==> src/rtl/vga_pkg.sv <==
// vga_pkg: 640x480@60 timing constants, counter width and RGB565 palette shared with the picture stage
package vga_pkg;
  localparam int CNT_W = 10;
  localparam int H_SYNC = 96;
  localparam int H_BACK = 40;
  localparam int H_LEFT = 8;
  localparam int H_VALID = 640;
  localparam int H_RIGHT = 8;
  localparam int H_FRONT = 8;
  localparam int H_TOTAL = H_SYNC + H_BACK + H_LEFT + H_VALID + H_RIGHT + H_FRONT;
  localparam int V_SYNC = 2;
  localparam int V_BACK = 25;
  localparam int V_TOP = 8;
  localparam int V_VALID = 480;
  localparam int V_BOTTOM = 8;
  localparam int V_FRONT = 2;
  localparam int V_TOTAL = V_SYNC + V_BACK + V_TOP + V_VALID + V_BOTTOM + V_FRONT;
  localparam int H_ACT0 = H_SYNC + H_BACK + H_LEFT;
  localparam int V_ACT0 = V_SYNC + V_BACK + V_TOP;
  localparam logic [15:0] RED = 16'hF800;
  localparam logic [15:0] ORANGE = 16'hFC00;
  localparam logic [15:0] YELLOW = 16'hFFE0;
  localparam logic [15:0] GREEN = 16'h07E0;
  localparam logic [15:0] CYAN = 16'h07FF;
  localparam logic [15:0] BLUE = 16'h001F;
  localparam logic [15:0] PURPLE = 16'hF81F;
  localparam logic [15:0] BLACK = 16'h0000;
  localparam logic [15:0] WHITE = 16'hFFFF;
  localparam logic [15:0] GRAY = 16'hD69A;
endpackage

==> src/rtl/vga_timing_ctrl_if.sv <==
// vga_timing_ctrl_if: picture-side bus; master is the timing controller (coords/sync/rgb out, pix_data in)
interface vga_timing_ctrl_if;
  logic [15:0] pix_data;
  logic [9:0] pix_x;
  logic [9:0] pix_y;
  logic hsync;
  logic vsync;
  logic rgb_valid;
  logic [15:0] rgb;
  logic frame_start;
  logic [7:0] frame_cnt;
  modport master (
    input pix_data,
    output pix_x, pix_y, hsync, vsync, rgb_valid, rgb, frame_start, frame_cnt
  );
  modport slave (
    output pix_data,
    input pix_x, pix_y, hsync, vsync, rgb_valid, rgb, frame_start, frame_cnt
  );
endinterface

==> src/rtl/vga_wrap_counter.sv <==
// vga_wrap_counter: modulo-MOD up counter with enable, sync reset rst and combinational wrap flag
module vga_wrap_counter import vga_pkg::*; #(
  parameter int MOD = 800
) (
  input logic clk,
  input logic rst,
  input logic en,
  output logic [CNT_W-1:0] cnt,
  output logic wrap
);
  localparam logic [CNT_W-1:0] LAST = CNT_W'(MOD - 1);
  assign wrap = en && cnt == LAST;
  always_ff @(posedge clk) cnt <= rst ? '0 : wrap ? '0 : cnt + CNT_W'(en);
endmodule

==> src/rtl/vga_timing_ctrl.sv <==
// vga_timing_ctrl: raster timing; ports vga_clk, sys_rst and the vga master bus (pix_data in; coords, syncs, rgb, frame pulse/count out)
module vga_timing_ctrl #(
  parameter int H_SYNC = vga_pkg::H_SYNC,
  parameter int H_BACK = vga_pkg::H_BACK,
  parameter int H_LEFT = vga_pkg::H_LEFT,
  parameter int H_VALID = vga_pkg::H_VALID,
  parameter int H_RIGHT = vga_pkg::H_RIGHT,
  parameter int H_FRONT = vga_pkg::H_FRONT,
  parameter int V_SYNC = vga_pkg::V_SYNC,
  parameter int V_BACK = vga_pkg::V_BACK,
  parameter int V_TOP = vga_pkg::V_TOP,
  parameter int V_VALID = vga_pkg::V_VALID,
  parameter int V_BOTTOM = vga_pkg::V_BOTTOM,
  parameter int V_FRONT = vga_pkg::V_FRONT
) (
  input logic vga_clk,
  input logic sys_rst,
  vga_timing_ctrl_if.master vga
);
  localparam int H_TOTAL = H_SYNC + H_BACK + H_LEFT + H_VALID + H_RIGHT + H_FRONT;
  localparam int V_TOTAL = V_SYNC + V_BACK + V_TOP + V_VALID + V_BOTTOM + V_FRONT;
  localparam logic [9:0] HS = 10'(H_SYNC);
  localparam logic [9:0] VS = 10'(V_SYNC);
  localparam logic [9:0] H_ACT0 = 10'(H_SYNC + H_BACK + H_LEFT);
  localparam logic [9:0] H_ACT1 = 10'(H_SYNC + H_BACK + H_LEFT + H_VALID);
  localparam logic [9:0] H_REQ0 = H_ACT0 - 10'd1;
  localparam logic [9:0] H_REQ1 = H_ACT1 - 10'd1;
  localparam logic [9:0] V_ACT0 = 10'(V_SYNC + V_BACK + V_TOP);
  localparam logic [9:0] V_ACT1 = 10'(V_SYNC + V_BACK + V_TOP + V_VALID);
  logic [9:0] h_cnt, v_cnt;
  logic h_wrap, v_wrap, v_act, pix_req, frame_start;
  logic [7:0] frame_cnt;
  vga_wrap_counter #(.MOD(H_TOTAL)) u_h (
    .clk(vga_clk), .rst(sys_rst), .en(1'b1), .cnt(h_cnt), .wrap(h_wrap)
  );
  vga_wrap_counter #(.MOD(V_TOTAL)) u_v (
    .clk(vga_clk), .rst(sys_rst), .en(h_wrap), .cnt(v_cnt), .wrap(v_wrap)
  );
  assign v_act = v_cnt >= V_ACT0 && v_cnt < V_ACT1;
  assign pix_req = h_cnt >= H_REQ0 && h_cnt < H_REQ1 && v_act;
  assign vga.hsync = h_cnt < HS;
  assign vga.vsync = v_cnt < VS;
  assign vga.rgb_valid = h_cnt >= H_ACT0 && h_cnt < H_ACT1 && v_act;
  assign vga.pix_x = pix_req ? h_cnt - H_REQ0 : 10'h3FF;
  assign vga.pix_y = pix_req ? v_cnt - V_ACT0 : 10'h3FF;
  assign vga.rgb = vga.rgb_valid ? vga.pix_data : 16'h0000;
  assign vga.frame_start = frame_start;
  assign vga.frame_cnt = frame_cnt;
  always_ff @(posedge vga_clk) begin
    frame_start <= sys_rst ? 1'b0 : v_wrap;
    frame_cnt <= sys_rst ? 8'd0 : frame_cnt + 8'(v_wrap);
  end
endmodule
==> src/flat_wrapper.sv <==
// flat-port wrapper written by rule: the top's interface ports become plain ports
module vga_timing_ctrl_flat 
#(
  parameter int H_SYNC = vga_pkg::H_SYNC,
  parameter int H_BACK = vga_pkg::H_BACK,
  parameter int H_LEFT = vga_pkg::H_LEFT,
  parameter int H_VALID = vga_pkg::H_VALID,
  parameter int H_RIGHT = vga_pkg::H_RIGHT,
  parameter int H_FRONT = vga_pkg::H_FRONT,
  parameter int V_SYNC = vga_pkg::V_SYNC,
  parameter int V_BACK = vga_pkg::V_BACK,
  parameter int V_TOP = vga_pkg::V_TOP,
  parameter int V_VALID = vga_pkg::V_VALID,
  parameter int V_BOTTOM = vga_pkg::V_BOTTOM,
  parameter int V_FRONT = vga_pkg::V_FRONT
)
  (vga_clk, sys_rst, vga_pix_data, vga_pix_x, vga_pix_y, vga_hsync, vga_vsync, vga_rgb_valid, vga_rgb, vga_frame_start, vga_frame_cnt);
  vga_timing_ctrl_if vga_i ();
  input logic vga_clk;
  input logic sys_rst;
  input wire logic [$bits(vga_i.pix_data)-1:0] vga_pix_data;
  output wire logic [$bits(vga_i.pix_x)-1:0] vga_pix_x;
  output wire logic [$bits(vga_i.pix_y)-1:0] vga_pix_y;
  output wire logic [$bits(vga_i.hsync)-1:0] vga_hsync;
  output wire logic [$bits(vga_i.vsync)-1:0] vga_vsync;
  output wire logic [$bits(vga_i.rgb_valid)-1:0] vga_rgb_valid;
  output wire logic [$bits(vga_i.rgb)-1:0] vga_rgb;
  output wire logic [$bits(vga_i.frame_start)-1:0] vga_frame_start;
  output wire logic [$bits(vga_i.frame_cnt)-1:0] vga_frame_cnt;
  assign vga_i.pix_data = vga_pix_data;
  assign vga_pix_x = vga_i.pix_x;
  assign vga_pix_y = vga_i.pix_y;
  assign vga_hsync = vga_i.hsync;
  assign vga_vsync = vga_i.vsync;
  assign vga_rgb_valid = vga_i.rgb_valid;
  assign vga_rgb = vga_i.rgb;
  assign vga_frame_start = vga_i.frame_start;
  assign vga_frame_cnt = vga_i.frame_cnt;
  vga_timing_ctrl #(.H_SYNC(H_SYNC), .H_BACK(H_BACK), .H_LEFT(H_LEFT), .H_VALID(H_VALID), .H_RIGHT(H_RIGHT), .H_FRONT(H_FRONT), .V_SYNC(V_SYNC), .V_BACK(V_BACK), .V_TOP(V_TOP), .V_VALID(V_VALID), .V_BOTTOM(V_BOTTOM), .V_FRONT(V_FRONT)) u_core (.vga_clk(vga_clk), .sys_rst(sys_rst), .vga(vga_i));
endmodule
==> config.mk <==
export PLATFORM = sky130hd
export DESIGN_NAME = vga_timing_ctrl_flat
export DESIGN_NICKNAME = d
export VERILOG_FILES = /design/src/rtl/vga_pkg.sv /design/src/rtl/vga_timing_ctrl_if.sv /design/src/rtl/vga_wrap_counter.sv /design/src/rtl/vga_timing_ctrl.sv /design/src/flat_wrapper.sv
export SDC_FILE = /design/constraint.sdc
export NUM_CORES = 1
export LEC_CHECK = 0
export BUFFER_PORTS_ARGS = -buffer_cell sky130_fd_sc_hd__buf_2
export CORE_UTILIZATION = 45
export DETAILED_ROUTE_END_ITERATION = 6
export PLACE_DENSITY = 0.76
export SYNTH_ARGS = -nofsm -noshare
export SYNTH_HDL_FRONTEND = slang
export SYNTH_SLANG_ARGS = --single-unit
==> constraint.sdc <==
create_clock -name vga_clk -period 2.1 [get_ports vga_clk]
set_input_delay 0 -clock vga_clk [delete_from_list [all_inputs] [get_ports vga_clk]]
set_output_delay 0 -clock vga_clk [all_outputs]
set_load 0.01 [all_outputs]
* After elaboration in Yosys (flattened, before gate mapping)
Cells that the tools add are included.
** Cells by class
- $add $sub $neg :: 5
- Magnitude comparators :: 8
- Eq/ne operators :: 2
- Mux-type cells :: 3
- Reduce and logical (&&, ||, !) cells :: 8
** Operators with widths (count)
- 10-bit less-than comparator (second input constant) :: 3
- 10-bit equality test (second input constant) :: 2
- 10-bit by 8-bit greater-or-equal comparator with 1-bit output (second input constant) :: 2
- 10-bit 2-to-1 mux :: 2
- 16-bit 2-to-1 mux :: 1
- 10-bit by 1-bit adder with 10-bit output :: 1
- 10-bit by 1-bit adder with 10-bit output (second input constant) :: 1
- 10-bit by 6-bit greater-or-equal comparator with 1-bit output (second input constant) :: 1
- 10-bit by 2-bit less-than comparator with 1-bit output (second input constant) :: 1
- 10-bit by 7-bit less-than comparator with 1-bit output (second input constant) :: 1
- 10-bit by 6-bit subtractor with 10-bit output (second input constant) :: 1
- 10-bit by 8-bit subtractor with 10-bit output (second input constant) :: 1
- 8-bit by 1-bit adder with 8-bit output :: 1
- 1-bit logical AND :: 6
- 2-bit OR reduction :: 2
** Storage, ports and cells
- Register bits :: 29
- Input bits :: 18
- Output and inout port bits :: 48

* Longest topological paths before layout
Gate-level depths: netlist (run 1).
- Word-level depth :: 4
- Gate-level depth with buffers :: 10
- Depth with buffers taken out :: 9

* By module
Synthesis (run 1) repeated with hierarchy kept, for this count alone.
** Unflattened totals
- Cell total of the unflattened synthesis :: 238
- Area total of the unflattened synthesis :: 1959.4 um^2
** By module, submodules not included
- vga_timing_ctrl :: times used 1, cells an instance 131, area each 1012.2 um^2, sequential area each 180.2 um^2
- vga_wrap_counter (u_core.u_v) :: times used 1, cells an instance 54, area each 476.7 um^2, sequential area each 200.2 um^2
- vga_wrap_counter (u_core.u_h) :: times used 1, cells an instance 53, area each 470.5 um^2, sequential area each 200.2 um^2

* Least setup slack after synthesis (run 1)
OpenSTA, ideal clock, no wires.
- Path kind :: register to register
- Start :: reg u_core.u_h.cnt[0]
- End :: reg u_core.u_v.cnt[8]
- Setup time :: 117 ps
- Arrival time :: 2076 ps
- Data required time :: 1983 ps
- Slack :: -93 ps
- Stages on the path, launching flop included :: 11
- Clock period less this slack :: 2193 ps
- Path through :: dfxtp_1 ha_1 and3_1 clkbuf_1 and4b_1 ha_1 ha_1 nand3_1 nor3_1 xnor2_1 nor2_1
** Between the ends
- Word-level cells in the longest chain between the ends :: 3
** RTL lines
- from (decl) :: line vga_wrap_counter.sv:8 : output logic [CNT_W-1:0] cnt,
- from (signal assigned) :: line vga_wrap_counter.sv:13 : always_ff @(posedge clk) cnt <= rst ? '0 : wrap ? '0 : cnt + CNT_W'(en);
- 10-bit equality test * :: line vga_wrap_counter.sv:12 : assign wrap = en && cnt == LAST;
- parallel branches: the longest is 2 deep, another holds 10-bit by 1-bit adder with 10-bit output
- to (signal assigned) :: line vga_wrap_counter.sv:13
- to (decl) :: line vga_wrap_counter.sv:8
Mark *: on every way between the ends.
A chain may end at the register's enable or synchronous reset.

* Worst setup path after layout (run 1)
- Start :: reg u_core.u_h.cnt[6]
- End :: out vga_rgb[9]
** Between the ends
- Word-level cells in the longest chain between the ends :: 4
** RTL lines
- 10-bit by 8-bit greater-or-equal comparator with 1-bit output or 10-bit less-than comparator (tied branches) :: line vga_timing_ctrl.sv:43 : assign vga.rgb_valid = h_cnt >= H_ACT0 && h_cnt < H_ACT1 && v_act;
- 1-bit logical AND * (2 in a row) :: line vga_timing_ctrl.sv:43
- 16-bit 2-to-1 mux * :: line vga_timing_ctrl.sv:46 : assign vga.rgb = vga.rgb_valid ? vga.pix_data : 16'h0000;
- to (decl) :: line flat_wrapper.sv:27 : output wire logic [$bits(vga_i.rgb)-1:0] vga_rgb;
Mark *: on every way between the ends. The rest lies on a longest branch, timed or not.

==> results of run 1 <==
==> layout by cell type, fill, tap and decap left out, types with 8 or more instances in the layout <==
cell / n
xnor2_1: 17
dfxtp_1: 25
buf_2: 53
and2_4: 13
nand3_1: 24
inv_1: 8
buf_4: 23
xor2_1: 13
buf_6: 18
nor2_1: 27
==> where the power goes <==
group / internal, mW / leakage [nW] / switching (mW)
logic: 0.0189 / 0.899 / 0.0220
clock network: 0.471 / 0.0681 / 0.226
registers: 0.555 / 0.236 / 0.00414
total: 1.05 / 1.20 / 0.252
==> per-layer routing <==
metal,track usage,wire length (µm),up-vias
li1,-,-,943
met1,0.275,2230,887
met2,0.360,2730,46
met3,0.0428,191,5
met4,0.0851,50,0
met5,0,0,-
==> metrics by stage <==
step                utilization  power [mW]  instances
global route              0.685        1.33        364
CTS                       0.626        1.30        359
detailed placement        0.589       0.610        350
floorplan                     -       0.589        232
global placement          0.589       0.609        350
finish                    0.685        1.30        364
==> registers in the layout, summed over array words and instances, names as in the netlist <==
signal,flops
u_core.u_h.cnt,10
u_core.vga.frame_cnt,8
u_core.u_v.cnt,10
u_core.vga.frame_start,1
==> layout make-up <==
| type | instances | area [µm²] |
|---|---|---|
| clock inverters | 3 | 65.1 |
| clock buffers | 5 | 68.8 |
| flip-flops and latches | 29 | 586 |
| well taps | 50 | 62.6 |
| fillers | 317 | 1270 |
| inverters | 8 | 30.0 |
| repair buffers | 94 | 641 |
| multi-input cells | 175 | 1310 |
==> kinds of logic (layout without fill, tap and decap cells) <==
kind of cell,count (synthesis),after routing,synth area share
xor gates and xnor gates,30,30,0.138
DFF,29,29,0.305
and+or+nand+nor,113,113,0.325
adders and majority gates,8,8,0.0526
AOI/OAI and AO/OA,24,24,0.112
buffers and inverters,28,110,0.0677
==> worst paths after layout <==
path | startpoint | endpoint | slack [ns] | cells past startpoint
max reg2reg | u_core.u_h.cnt[1] | u_core.vga.frame_cnt[7] | 0.09 | 9
min | sys_rst | u_core.vga.frame_cnt[6] | 0.05 | 2
max | u_core.u_h.cnt[6] | vga_rgb[9] | 0.0005 | 7
min reg2reg | u_core.vga.frame_cnt[5] | u_core.vga.frame_cnt[5] | 0.53 | 2
==> what timing repair did <==
| item | 4_1_cts | 5_1_grt |
|---|---|---|
| cloned | 0 | 3 |
| hold buffers | 0 | 0 |
| gates resized for setup | 3 | 52 |
| pin swaps | 0 | 27 |
| buffers inserted | 1 | 2 |
| endpoints found under the setup margin | 16 | 43 |
==> results.txt, run 1 <==
Fmax = 476 MHz
Synth top area cells = dfxtp_1, xnor2_1, nand3_1, xor2_1, and2_1
Max incr delay on CP = 0.40 ns
Period utilization = 1.00
GPL Wtd Cong = 0.819
# port buffers = 65
Root Driver = clkbuf_8
Routed WL = 5200 µm
Die extent in x = 67.1 µm
Seq/Total Area, Yosys = 0.305
CP startpoint kind = flop
WL per Instance = 14.3 µm
DRC viols = 0
Clock H-tree levels = 2
Maximum vdd drop = 0.441 mV
Worst Skew = 0.00792 ns
Pins Over Slew Limit = 0
Crit Path Category = flop to output pin
Post-route ant nets = 0
Mean Syn Cell Area = 8.21 µm²
Final hold violation count = 0
Synth Register Bits = 29
# diodes = 0
Drt pass-1 iters = 4
Mapped Area = 1900 µm²
First-pass GRT wire length = 7360 µm
DP Worst Slack = -0.00248 ns
Share of cells above drive strength 1 = 0.452
Mapped Cells = 232
Vias/cell = 5.17
Ys Warns = 0
Initial Util = 0.473
Setup tns final = 0 ns
Die H = 67.1 µm
Slew margin rel. = 0.760
Crit-path slowest cell = or3_4
Vias = 1881
Final WS setup = 0.000530 ns
Initial antenna violation count = 0
Max Cap Viol = 0
Critical path data required time = 2.10 ns
CP endpoint kind = output pin
Drt first-iter violations = 197
Layout Nets = 339
Core ar. = 4030 µm²
Final Instance Area = 2760 µm²
CTS Buf Count = 5
Synthesized Nets = 258
Worst path arrival time = 2.10 ns
RSZ-0062 raised after global routing = true
Synth top cells by count = dfxtp_1, nor2_1, nand3_1
Status = completed
Total gr overflow = 0
CP top delay family = simple AND/OR/NAND/NOR gates
Main synth FF type = dfxtp_1
Largest net degree at the start of global routing = 18
Post-synthesis cell type count = 45
CTS sink count = 29
Top cell by count, worst path = buf_2
Site Rows = 23
Number of synthesized flops with an enable pin = 0
Leak Pwr = 1.20 nW
Most frequent cell after synthesis = dfxtp_1
CP max FO = 6
WHS = 0.0454 ns
Worst-Margin Slew = 0.357 ns
CTS tree = yes
Number of global-route vias before repair = 1616
Pwr Density = 470 nW/µm²
WP buf/inv = 3
Clock slew at reported path FFs = 0.07 ns
Clock latency on the worst-skew pair = 0.29 ns
Worst hold path type = primary input to flop
Area after DPL = 2370 µm²
Async set-reset flop share out of synthesis = 0
Max Root-Sink Buffers = 2
Setup violators final = 0
IO Count = 66
Yosys top cell by area = dfxtp_1
Overall Global Routing Usage = 0.218
Crit path cell chain = buf_4, or3_4, o211a_4, a211oi_4, buf_2, and2_1, buf_2
Minimum clock period = 2.10 ns
Area Overhead vs Synth = 44.9%
Top cell type's share of synthesized area = 0.305
Die footprint = 4500 µm²
Dpl hpwl = 3230 µm
No activity file was read; power rests on OpenSTA's default activity.
==> run 2: changes to the inputs <==
--- a/config.mk
+++ b/config.mk
@@ -9,6 +9,7 @@
 export CORE_UTILIZATION = 45
 export DETAILED_ROUTE_END_ITERATION = 6
 export PLACE_DENSITY = 0.76
+export SETUP_SLACK_MARGIN = 0.02
 export SYNTH_ARGS = -nofsm -noshare
 export SYNTH_HDL_FRONTEND = slang
 export SYNTH_SLANG_ARGS = --single-unit
==> results.txt, run 2 (synthesis gave the netlist of run 1 again) <==
GPL Wtd Cong = 0.829 (was 0.819)
CP max FO = 17 (was 6)
Commonest non-fill, non-tap cell in the layout = buf_2 (unchanged)
Fillers = 344 (was 317)
Critical path data required time = 2.10 ns (about the same)
Die extent in x = 67.1 µm (unchanged)
Drt pass-1 iters = 4 (unchanged)
Worst-Margin Slew = 0.358 ns (was 0.357 ns)
Share of cells above drive strength 1 = 0.423 (was 0.452)
Status = completed (unchanged)
Logic pwr share = 0.037 (was 0.032)
CTS sink count = 29 (unchanged)
Dpl cells = 349 (was 350)
# diodes = 0 (unchanged)
DRC viols = 0 (unchanged)
Setup violators final = 0 (unchanged)
Top Registers = u_core.u_h.cnt (10), u_core.u_v.cnt (10), u_core.vga.frame_cnt (8) (unchanged)
Overall Global Routing Usage = 0.214 (was 0.218)
Root Driver = clkbuf_8 (unchanged)
Slew margin rel. = 0.755 (was 0.760)
Pins Over Slew Limit = 0 (unchanged)
Core ar. = 4030 µm² (unchanged)
Vias/cell = 5.06 (was 5.17)
Final hold violation count = 0 (unchanged)
CP startpoint kind = flop (unchanged)
Post-layout util = 0.653 (was 0.685)
Hold-fix buffers at CTS = 0 (unchanged)
Drt first-iter violations = 91 (was 197)
WL per Instance = 13.4 µm (was 14.3 µm)
Hold Crit Endpoint = u_core.u_h.cnt[2] (was u_core.vga.frame_cnt[6])
Seq pwr share = 0.528 (was 0.431)
Hold Path Stages = 2 (unchanged)
Worst Skew = 0.00557 ns (was 0.00792 ns)
RSZ-0062 raised after global routing = true (unchanged)
Clock H-tree levels = 2 (unchanged)
Reg2reg end = u_core.vga.frame_cnt[7] (unchanged)
Reg-to-Reg Start = u_core.u_h.cnt[1] (unchanged)
Site Rows = 23 (unchanged)
IO Count = 66 (unchanged)
Initial Util = 0.473 (unchanged)
Commonest non-fill, non-tap cells in the layout = buf_2, nor2_1, nand3_1, dfxtp_1, buf_4 (was buf_2, nor2_1, dfxtp_1, nand3_1, buf_4)
Switch share = 0.213 (was 0.194)
Clock power share = 0.435 (was 0.537)
Area Overhead vs Synth = 38.1% (was 44.9%)
Initial antenna violation count = 0 (unchanged)
# port buffers = 65 (unchanged)
Cell Count, Final, Fillers Out = 357 (was 364)
Switch Pwr = 0.226 mW (was 0.252 mW)
Die footprint = 4500 µm² (unchanged)
Max Cap Viol = 0 (unchanged)
Number of global-route vias before repair = 1617 (was 1616)
Clock slew at reported path FFs = 0.06 ns (was 0.07 ns)
Die H = 67.1 µm (unchanged)
Period utilization = 0.967 (was 1.00)
Internal reg-to-reg setup slack = 0.11 ns (was 0.09 ns)
First-pass GRT wire length = 7270 µm (was 7360 µm)
Total gr overflow = 0 (unchanged)
CTS tree = yes (unchanged)
R2r worst-path depth = 9 (unchanged)
Vias = 1805 (was 1881)
Post-route ant nets = 0 (unchanged)
Leak Pwr = 1.13 nW (was 1.20 nW)
Minimum clock period = 2.03 ns (was 2.10 ns)
Design Power = 1.06 mW (was 1.30 mW)
Clock latency on the worst-skew pair = 0.28 ns (was 0.29 ns)
Internal power = 0.834 mW (was 1.05 mW)
Hold Startpoint = sys_rst (unchanged)
Pwr Density = 403 nW/µm² (was 470 nW/µm²)
Crit Path Category = flop to output pin (unchanged)
Worst path arrival time = 2.03 ns (was 2.10 ns)
Layout Nets = 333 (was 339)
Fmax = 492 MHz (was 476 MHz)
CTS Buf Count = 5 (unchanged)
CP endpoint kind = output pin (unchanged)
Max Root-Sink Buffers = 2 (unchanged)
Routed WL = 4780 µm (was 5200 µm)
Dpl hpwl = 3390 µm (was 3230 µm)
Worst hold path type = primary input to flop (unchanged)
Largest net degree at the start of global routing = 18 (unchanged)
Maximum vdd drop = 0.343 mV (was 0.441 mV)
## run 2: cell types whose count changed in the layout (fill, tap and decap cells not counted), sizes merged
cell	change
buf	-6
clkbuf	+2
clkinv	-1
bufinv	-2
## run 2: critical path, cell delays in order (launching register included)
cell and delay (ns):
dfxtp_1 0.33, buf_6 0.14, or3_4 0.40, o211a_4 0.27, a211oi_4 0.20, buf_12 0.17, and2_1 0.13, buf_2 0.12
## run 2: per-layer routing
metal	wire length, µm	GRT usage	vias to the layer above
met5	0	0	-
met4	16	0.0559	0
met3	154	0.0531	2
met2	2550	0.384	31
met1	2050	0.248	842
li1	-	-	930
## run 2: cell type report
type | count | area [µm²] | share of cell area
multi-input cells | 175 | 1290 | 0.492
flip-flops and latches | 29 | 587 | 0.223
repair buffers | 88 | 569 | 0.216
clock buffers | 7 | 86.3 | 0.0328
well taps | 50 | 62.6 | 0.0238
inverters | 8 | 30.0 | 0.0114
## run 2: how the worst max path moves through the flow
stage | startpoint | to | slack (ns) | cells after the start
2_1_floorplan | u_core.u_h.cnt[0] | u_core.vga.frame_cnt[6] | 0.05 | 10
3_3_place_gp | u_core.u_h.cnt[1] | u_core.u_v.cnt[8] | 0.14 | 9
3_5_place_dp | u_core.u_h.cnt[1] | u_core.u_v.cnt[9] | 0.03 | 8
4_1_cts | u_core.u_v.cnt[1] | vga_rgb[12] | 0.02 | 7
5_1_grt | u_core.u_h.cnt[6] | vga_rgb[3] | -0.002 | 7
6_report | u_core.u_h.cnt[5] | vga_rgb[8] | 0.07 | 7
## run 2: metrics by stage
step	TNS, ns	cell area (µm²)	setup WS [ns]	hold WS [ns]
final	0	2630	0.0685	0.0562
after detailed placement	0	2360	0.0344	0.282
after floorplan	0	1910	0.0510	0.0716
after global placement	0	2360	0.138	0.283
after global routing	-0.00204	2630	-0.00204	0.0673
after CTS	0	2490	0.0192	0.0530
## run 2: repair_timing
action | CTS | global route
gates cloned | 0 | 0
buffers inserted | 2 | 0
pin swaps | 4 | 4
setup endpoints to repair | 17 | 36
resized for setup | 6 | 34
## run 2: power by group through the flow
stage | clock, mW | combinational [mW] | sequential (mW)
floorplan | 0 | 0.0180 | 0.571
global placement | 0 | 0.0375 | 0.571
finish | 0.461 | 0.0392 | 0.560
global route | 0.493 | 0.0454 | 0.561
detailed placement | 0 | 0.0388 | 0.571
CTS | 0.471 | 0.0387 | 0.559
